`config.mk`:
```
export PLATFORM = sky130hd
export DESIGN_NAME = qed_dup_sequencer_flat
export DESIGN_NICKNAME = d
export VERILOG_FILES = /design/src/rtl/qed_dup_sequencer_if.sv /design/src/rtl/qed_dup_sequencer.sv /design/src/flat_wrapper.sv
export SDC_FILE = /design/constraint.sdc
export NUM_CORES = 1
export LEC_CHECK = 0
export BUFFER_PORTS_ARGS = -buffer_cell sky130_fd_sc_hd__clkbuf_2
export CAP_MARGIN = 10
export CORE_MARGIN = 4
export CORE_UTILIZATION = 35
export CTS_BUF_LIST = sky130_fd_sc_hd__clkbuf_4
export DETAILED_ROUTE_END_ITERATION = 16
export PLACE_DENSITY = 0.56
export SLEW_MARGIN = 20
export SYNTH_ARGS = -nofsm -noshare
export SYNTH_HDL_FRONTEND = slang
export SYNTH_SLANG_ARGS = --single-unit
export TNS_END_PERCENT = 100
```
`constraint.sdc`:
```
create_clock -name clk -period 5.6 [get_ports clk]
set_input_delay 1.12 -clock clk [delete_from_list [all_inputs] [get_ports clk]]
set_output_delay 1.12 -clock clk [all_outputs]
set_load 0.1 [all_outputs]
```
`src/rtl/qed_dup_sequencer_if.sv`:
```
// Fetch-side and qed-side signal bundle for the duplicate-stream sequencer.
// The master modport is the fetch/driver side and the slave modport is the sequencer.
interface qed_dup_sequencer_if #(
    parameter int unsigned WIDTH  = 32,
    parameter int unsigned ADDR_W = 3
);
    logic [WIDTH-1:0]  ifu_instruction;
    logic              ifu_vld;
    logic              stall_IF;
    logic              dup_req;
    logic [WIDTH-1:0]  qed_instruction;
    logic              exec_dup;
    logic              qed_vld;
    logic              fetch_hold;
    logic [ADDR_W:0]   count;
    logic              replay_done;

    modport master (
        output ifu_instruction, ifu_vld, stall_IF, dup_req,
        input  qed_instruction, exec_dup, qed_vld, fetch_hold, count, replay_done
    );

    modport slave (
        input  ifu_instruction, ifu_vld, stall_IF, dup_req,
        output qed_instruction, exec_dup, qed_vld, fetch_hold, count, replay_done
    );
endinterface

```
`src/rtl/qed_dup_sequencer.sv`:
```
// Records original instructions into a FIFO, then replays them with exec_dup=1
// so the downstream qed transformer emits the duplicate stream.
module qed_dup_sequencer #(
    parameter int unsigned WIDTH  = 32,
    parameter int unsigned DEPTH  = 8,
    parameter int unsigned ADDR_W = 3
) (
    input  logic               clk,
    input  logic               rst,
    input  logic               ena,
    qed_dup_sequencer_if.slave bus
);
    localparam int unsigned CNT_W = ADDR_W + 1;
    localparam logic [CNT_W-1:0] FULL = CNT_W'(DEPTH);

    typedef enum logic {ST_RECORD, ST_REPLAY} state_t;

    state_t              state_q, state_d;
    logic [WIDTH-1:0]    mem [DEPTH];
    logic [ADDR_W-1:0]   wr_ptr_q, rd_ptr_q;
    logic [CNT_W-1:0]    count_q, count_d;
    logic                exec_dup_q, replay_done_q;
    logic                push, pop, done_d;
    logic [WIDTH-1:0]    qed_instruction_c;
    logic                qed_vld_c, fetch_hold_c;

    // Next-state, push/pop decisions and combinational qed-side outputs.
    always_comb begin
        state_d           = state_q;
        count_d           = count_q;
        push              = 1'b0;
        pop               = 1'b0;
        done_d            = 1'b0;
        qed_instruction_c = bus.ifu_instruction;
        qed_vld_c         = bus.ifu_vld;
        fetch_hold_c      = 1'b0;

        // While rst is high the block behaves as a plain pass-through.
        if (!rst) begin
            unique case (state_q)
                ST_RECORD: begin
                    fetch_hold_c = (count_q == FULL);
                    push    = ena && bus.ifu_vld && !bus.stall_IF && (count_q < FULL);
                    count_d = count_q + CNT_W'(push);
                    // count_d != 0 covers both "already holding entries" and "pushing now".
                    if (ena && ((count_d == FULL) || (bus.dup_req && (count_d != '0)))) begin
                        state_d = ST_REPLAY;
                    end
                end
                ST_REPLAY: begin
                    qed_instruction_c = mem[rd_ptr_q];
                    qed_vld_c         = 1'b1;
                    fetch_hold_c      = 1'b1;
                    pop     = ena && !bus.stall_IF && (count_q != '0);
                    count_d = count_q - CNT_W'(pop);
                    if (ena && (count_d == '0)) begin
                        state_d = ST_RECORD;
                        done_d  = pop;
                    end
                end
            endcase
        end
    end

    // State, pointers, occupancy and registered outputs.
    always_ff @(posedge clk) begin
        if (rst) begin
            state_q       <= ST_RECORD;
            wr_ptr_q      <= '0;
            rd_ptr_q      <= '0;
            count_q       <= '0;
            exec_dup_q    <= 1'b0;
            replay_done_q <= 1'b0;
        end else begin
            state_q       <= state_d;
            count_q       <= count_d;
            exec_dup_q    <= (state_d == ST_REPLAY);
            replay_done_q <= done_d;
            if (push) wr_ptr_q <= wr_ptr_q + ADDR_W'(1);
            if (pop)  rd_ptr_q <= rd_ptr_q + ADDR_W'(1);
        end
    end

    // Storage is not reset; the pointers alone define which entries are live.
    always_ff @(posedge clk) begin
        if (push) mem[wr_ptr_q] <= bus.ifu_instruction;
    end

    assign bus.qed_instruction = qed_instruction_c;
    assign bus.qed_vld         = qed_vld_c;
    assign bus.fetch_hold      = fetch_hold_c;
    assign bus.exec_dup        = exec_dup_q;
    assign bus.replay_done     = replay_done_q;
    assign bus.count           = count_q;

    // Occupancy stays within 0..DEPTH.
    assert property (@(posedge clk) disable iff (rst) count_q <= FULL);
    assert property (@(posedge clk) disable iff (rst) !(pop && (count_q == '0)));
    assert property (@(posedge clk) disable iff (rst) !(push && (count_q == FULL)));
endmodule

```
`src/flat_wrapper.sv`:
```
// flat-port wrapper written by rule: the top's interface ports become plain ports
module qed_dup_sequencer_flat 
#(
    parameter int unsigned WIDTH  = 32,
    parameter int unsigned DEPTH  = 8,
    parameter int unsigned ADDR_W = 3
)
  (clk, rst, ena, bus_ifu_instruction, bus_ifu_vld, bus_stall_IF, bus_dup_req, bus_qed_instruction, bus_exec_dup, bus_qed_vld, bus_fetch_hold, bus_count, bus_replay_done);
  qed_dup_sequencer_if #(.WIDTH(WIDTH), .ADDR_W(ADDR_W)) bus_i ();
  input  logic clk;
  input  logic rst;
  input  logic ena;
  input wire logic [$bits(bus_i.ifu_instruction)-1:0] bus_ifu_instruction;
  input wire logic [$bits(bus_i.ifu_vld)-1:0] bus_ifu_vld;
  input wire logic [$bits(bus_i.stall_IF)-1:0] bus_stall_IF;
  input wire logic [$bits(bus_i.dup_req)-1:0] bus_dup_req;
  output wire logic [$bits(bus_i.qed_instruction)-1:0] bus_qed_instruction;
  output wire logic [$bits(bus_i.exec_dup)-1:0] bus_exec_dup;
  output wire logic [$bits(bus_i.qed_vld)-1:0] bus_qed_vld;
  output wire logic [$bits(bus_i.fetch_hold)-1:0] bus_fetch_hold;
  output wire logic [$bits(bus_i.count)-1:0] bus_count;
  output wire logic [$bits(bus_i.replay_done)-1:0] bus_replay_done;
  assign bus_i.ifu_instruction = bus_ifu_instruction;
  assign bus_i.ifu_vld = bus_ifu_vld;
  assign bus_i.stall_IF = bus_stall_IF;
  assign bus_i.dup_req = bus_dup_req;
  assign bus_qed_instruction = bus_i.qed_instruction;
  assign bus_exec_dup = bus_i.exec_dup;
  assign bus_qed_vld = bus_i.qed_vld;
  assign bus_fetch_hold = bus_i.fetch_hold;
  assign bus_count = bus_i.count;
  assign bus_replay_done = bus_i.replay_done;
  qed_dup_sequencer #(.WIDTH(WIDTH), .DEPTH(DEPTH), .ADDR_W(ADDR_W)) u_core (.clk(clk), .rst(rst), .ena(ena), .bus(bus_i));
endmodule
```
==> metrics.txt <==
max-cap viol count 0; Max VDD drop 0.122 mV; DR vias 5,448; synth top area cells edfxtp_1 (72%), mux4_2 (13%), mux2i_1 (3.3%); DR iter-0 viols 289; fin crit share 77.5%; CTS Buf Count 69; PortBufs 77; top cells by count, synth edfxtp_1 (256), mux4_2 (64), nand2_1 (36); Worst Skew 0.0344 ns; total gr overflow 0; GP Congestion 0.707; Post-Layout Inst Area 0.0124 mm²; async set-or-reset flop fraction in the synthesized netlist 0%; Die ar. 0.0336 mm²; Placeable Area 0.0300 mm²; final wirelength 22.5 mm; CP Launch Type flop; Final WS setup 1.26 ns; top_reg_cell synth edfxtp_1; Max Slew Vio Count 0; required time of the critical path 4.48 ns; Post-Place Cells 983; Critical Path End Type output port; RR Endpoint u_core.mem[6][7]$_DFFE_PP_; Cell Count, Final, Fillers Out 1,099; vias in the first global route 5,986; detailed-router iteration count before antenna repair 4; Hold Path Class flop to flop; Syn Nets 578; Post-CTS Hold Buffers 0; Clock Path Buffers 3; drt wl/cell 20.4 µm; RSZ-0062 raised after global routing false; first-pass GRT wire length 34.6 mm; largest net degree at the start of global routing 65; I/O pins 78; reg2reg path depth 5; WHS Path Cells 2; Yosys reg bits 271; worst-path fanout max 38; Tot GR Track Use 13.6%; Via density 4.96; Root Driver clkbuf_4; register area share after synthesis 74.4%; YS warnings 0; run status finished clean; Clk Latency, worst-skew pair 0.67 ns; share of cells above drive strength 1 37.3%; NumNets Final 708; post-synth top area share 71.6%; Yosys top cell by area edfxtp_1; DP Wirelength 12.5 mm; Starting Density 35.9%; Mapped Avg Cell Area 20.1 µm²; Worst Path Arrival 3.22 ns; R2R setup slack 2.74 ns; # DRC 0; row count 63; Die Width 183 µm; synthesized area 0.0107 mm²; Cell Area, Placed 0.0116 mm²; htree depth 3; critical path type flop to output port; Place WS 1.45 ns; Peak Freq 230 MHz; Final ANT Viol Nets 0; Final Hold Violating Endpoints 0; CTS tree done; Sink Count 271; Die H 183 µm; Netlist cell types 35; min Tclk post-route 4.34 ns; Post-Syn Instances 534; Layout area overhead 15.9%; Hold Startpoint u_core.rd_ptr_q[2]$_SDFFE_PP0P_; Reg2Reg Launch Point u_core.bus.count[3]$_SDFF_PP0_; Worst Tran Pin Value 1.09 ns; initial antenna violation count 1; # Post-CTS Setup Buffers 0; number of synthesized flops with an enable pin 256; Rel. slew slack 27.5%; post-cts sizing count 0; count leader, synth edfxtp_1; total power per unit cell area 331 mW/mm²; Sum Neg Setup Slack 0 ns; clk slew on worst S/H paths 0.06 ns; endpoints failing setup 0; filler instances 2,721; cell leakage power 4.05 nW
-- routing by layer --
layer	vias up	global-route usage (%)	share of wire, %	routed length (µm)
met4	0	4.14	1.4	315
li1	2472	-	-	-
met5	-	0	0	0
met1	2798	17.1	42	9400
met2	147	23.1	52	11700
met3	31	3.63	4.7	1050
-- final cells by class --
type                       count  area [µm²]  area share [%]
clock buffer                  86         646            5.19
sequential                   271        8000            64.3
clock inverter                29         199            1.60
tap                          390         488            3.92
antenna                        1        2.50          0.0201
multi-input combinational    230        2600            20.9
timing repair buffer          89         500            4.02
inverter                       3        11.3          0.0905
-- power by group --
group / leakage (nW) / internal (mW) / switching, mW
clock: 0.486 / 0.863 / 0.762
combinational: 1.14 / 0.0503 / 0.221
sequential: 2.43 / 2.22 / 0.00801
total: 4.05 / 3.13 / 0.991
-- worst max-delay path, cell delays in order, from the launching register on --
cell,delay [ns]
dfxtp_4,0.90
buf_4,0.41
mux4_2,0.54
mux2i_1,0.18
o21ai_1,0.11
clkbuf_2,0.41
-- state kept, by name (all words and copies together), names as in the netlist, named ones only --
| register | flops |
|---|---|
| u_core.wr_ptr_q | 3 |
| u_core.mem | 256 |
| u_core.rd_ptr_q | 3 |
| u_core.state_q | 1 |
| u_core.bus.replay_done | 1 |
| u_core.bus.count | 4 |
-- stage by stage --
stage,hold WS [ns],utilization [%],total power [mW]
detailed placement,0.506,38.7,2.55
floorplan,0.483,-,2.47
global route,0.572,41.5,4.32
finish,0.520,41.5,4.13
CTS,0.524,41.5,4.19
global placement,0.500,38.7,2.54
-- layout by cell type, fill, tap and decap left out, types with 2 or more instances in the layout --
master,instances
inv_1,3
clkbuf_4,86
xnor2_1,5
mux4_2,64
clkinvlp_4,2
clkbuf_2,77
xor2_1,4
nor3b_4,2
dfxtp_1,12
nand3_1,2
clkinv_1,20
o21ai_1,15
dfxtp_4,3
a211oi_1,2
nor2_1,13
nor3b_2,2
o22ai_1,2
ha_1,6
buf_12,2
and3b_2,2
mux2i_1,35
clkinv_2,3
nand3b_1,3
bufinv_16,3
o21ai_0,18
nand2b_1,3
buf_4,10
nand2_1,36
nor3_1,3
or3_1,2
edfxtp_1,256
-- how the worst max path moves through the flow --
| stage | from | endpoint | cells past startpoint |
|---|---|---|---|
| floorplan | rst | bus_qed_instruction[30] | 4 |
| global placement | rst | bus_qed_instruction[17] | 6 |
| detailed placement | rst | bus_qed_instruction[6] | 6 |
| CTS | flop | bus_qed_instruction[24] | 5 |
| global route | flop | bus_qed_instruction[24] | 5 |
| finish | flop | bus_qed_instruction[24] | 5 |
-- kinds of logic (layout without fill, tap and decap cells) --
group / count (synthesis) / count (layout) / synth area share [%]
DFF: 271 / 271 / 74.4
muxes: 99 / 99 / 16.7
and+or+nand+nor: 77 / 77 / 3.79
AOI/OAI and AO/OA: 39 / 39 / 1.92
buffers and inverters: 33 / 207 / 1.83
xor gates and xnor gates: 9 / 9 / 0.734
adders and majority gates: 6 / 6 / 0.699
other: 0 / 1 / 0
(Power assumes the default switching activity.)
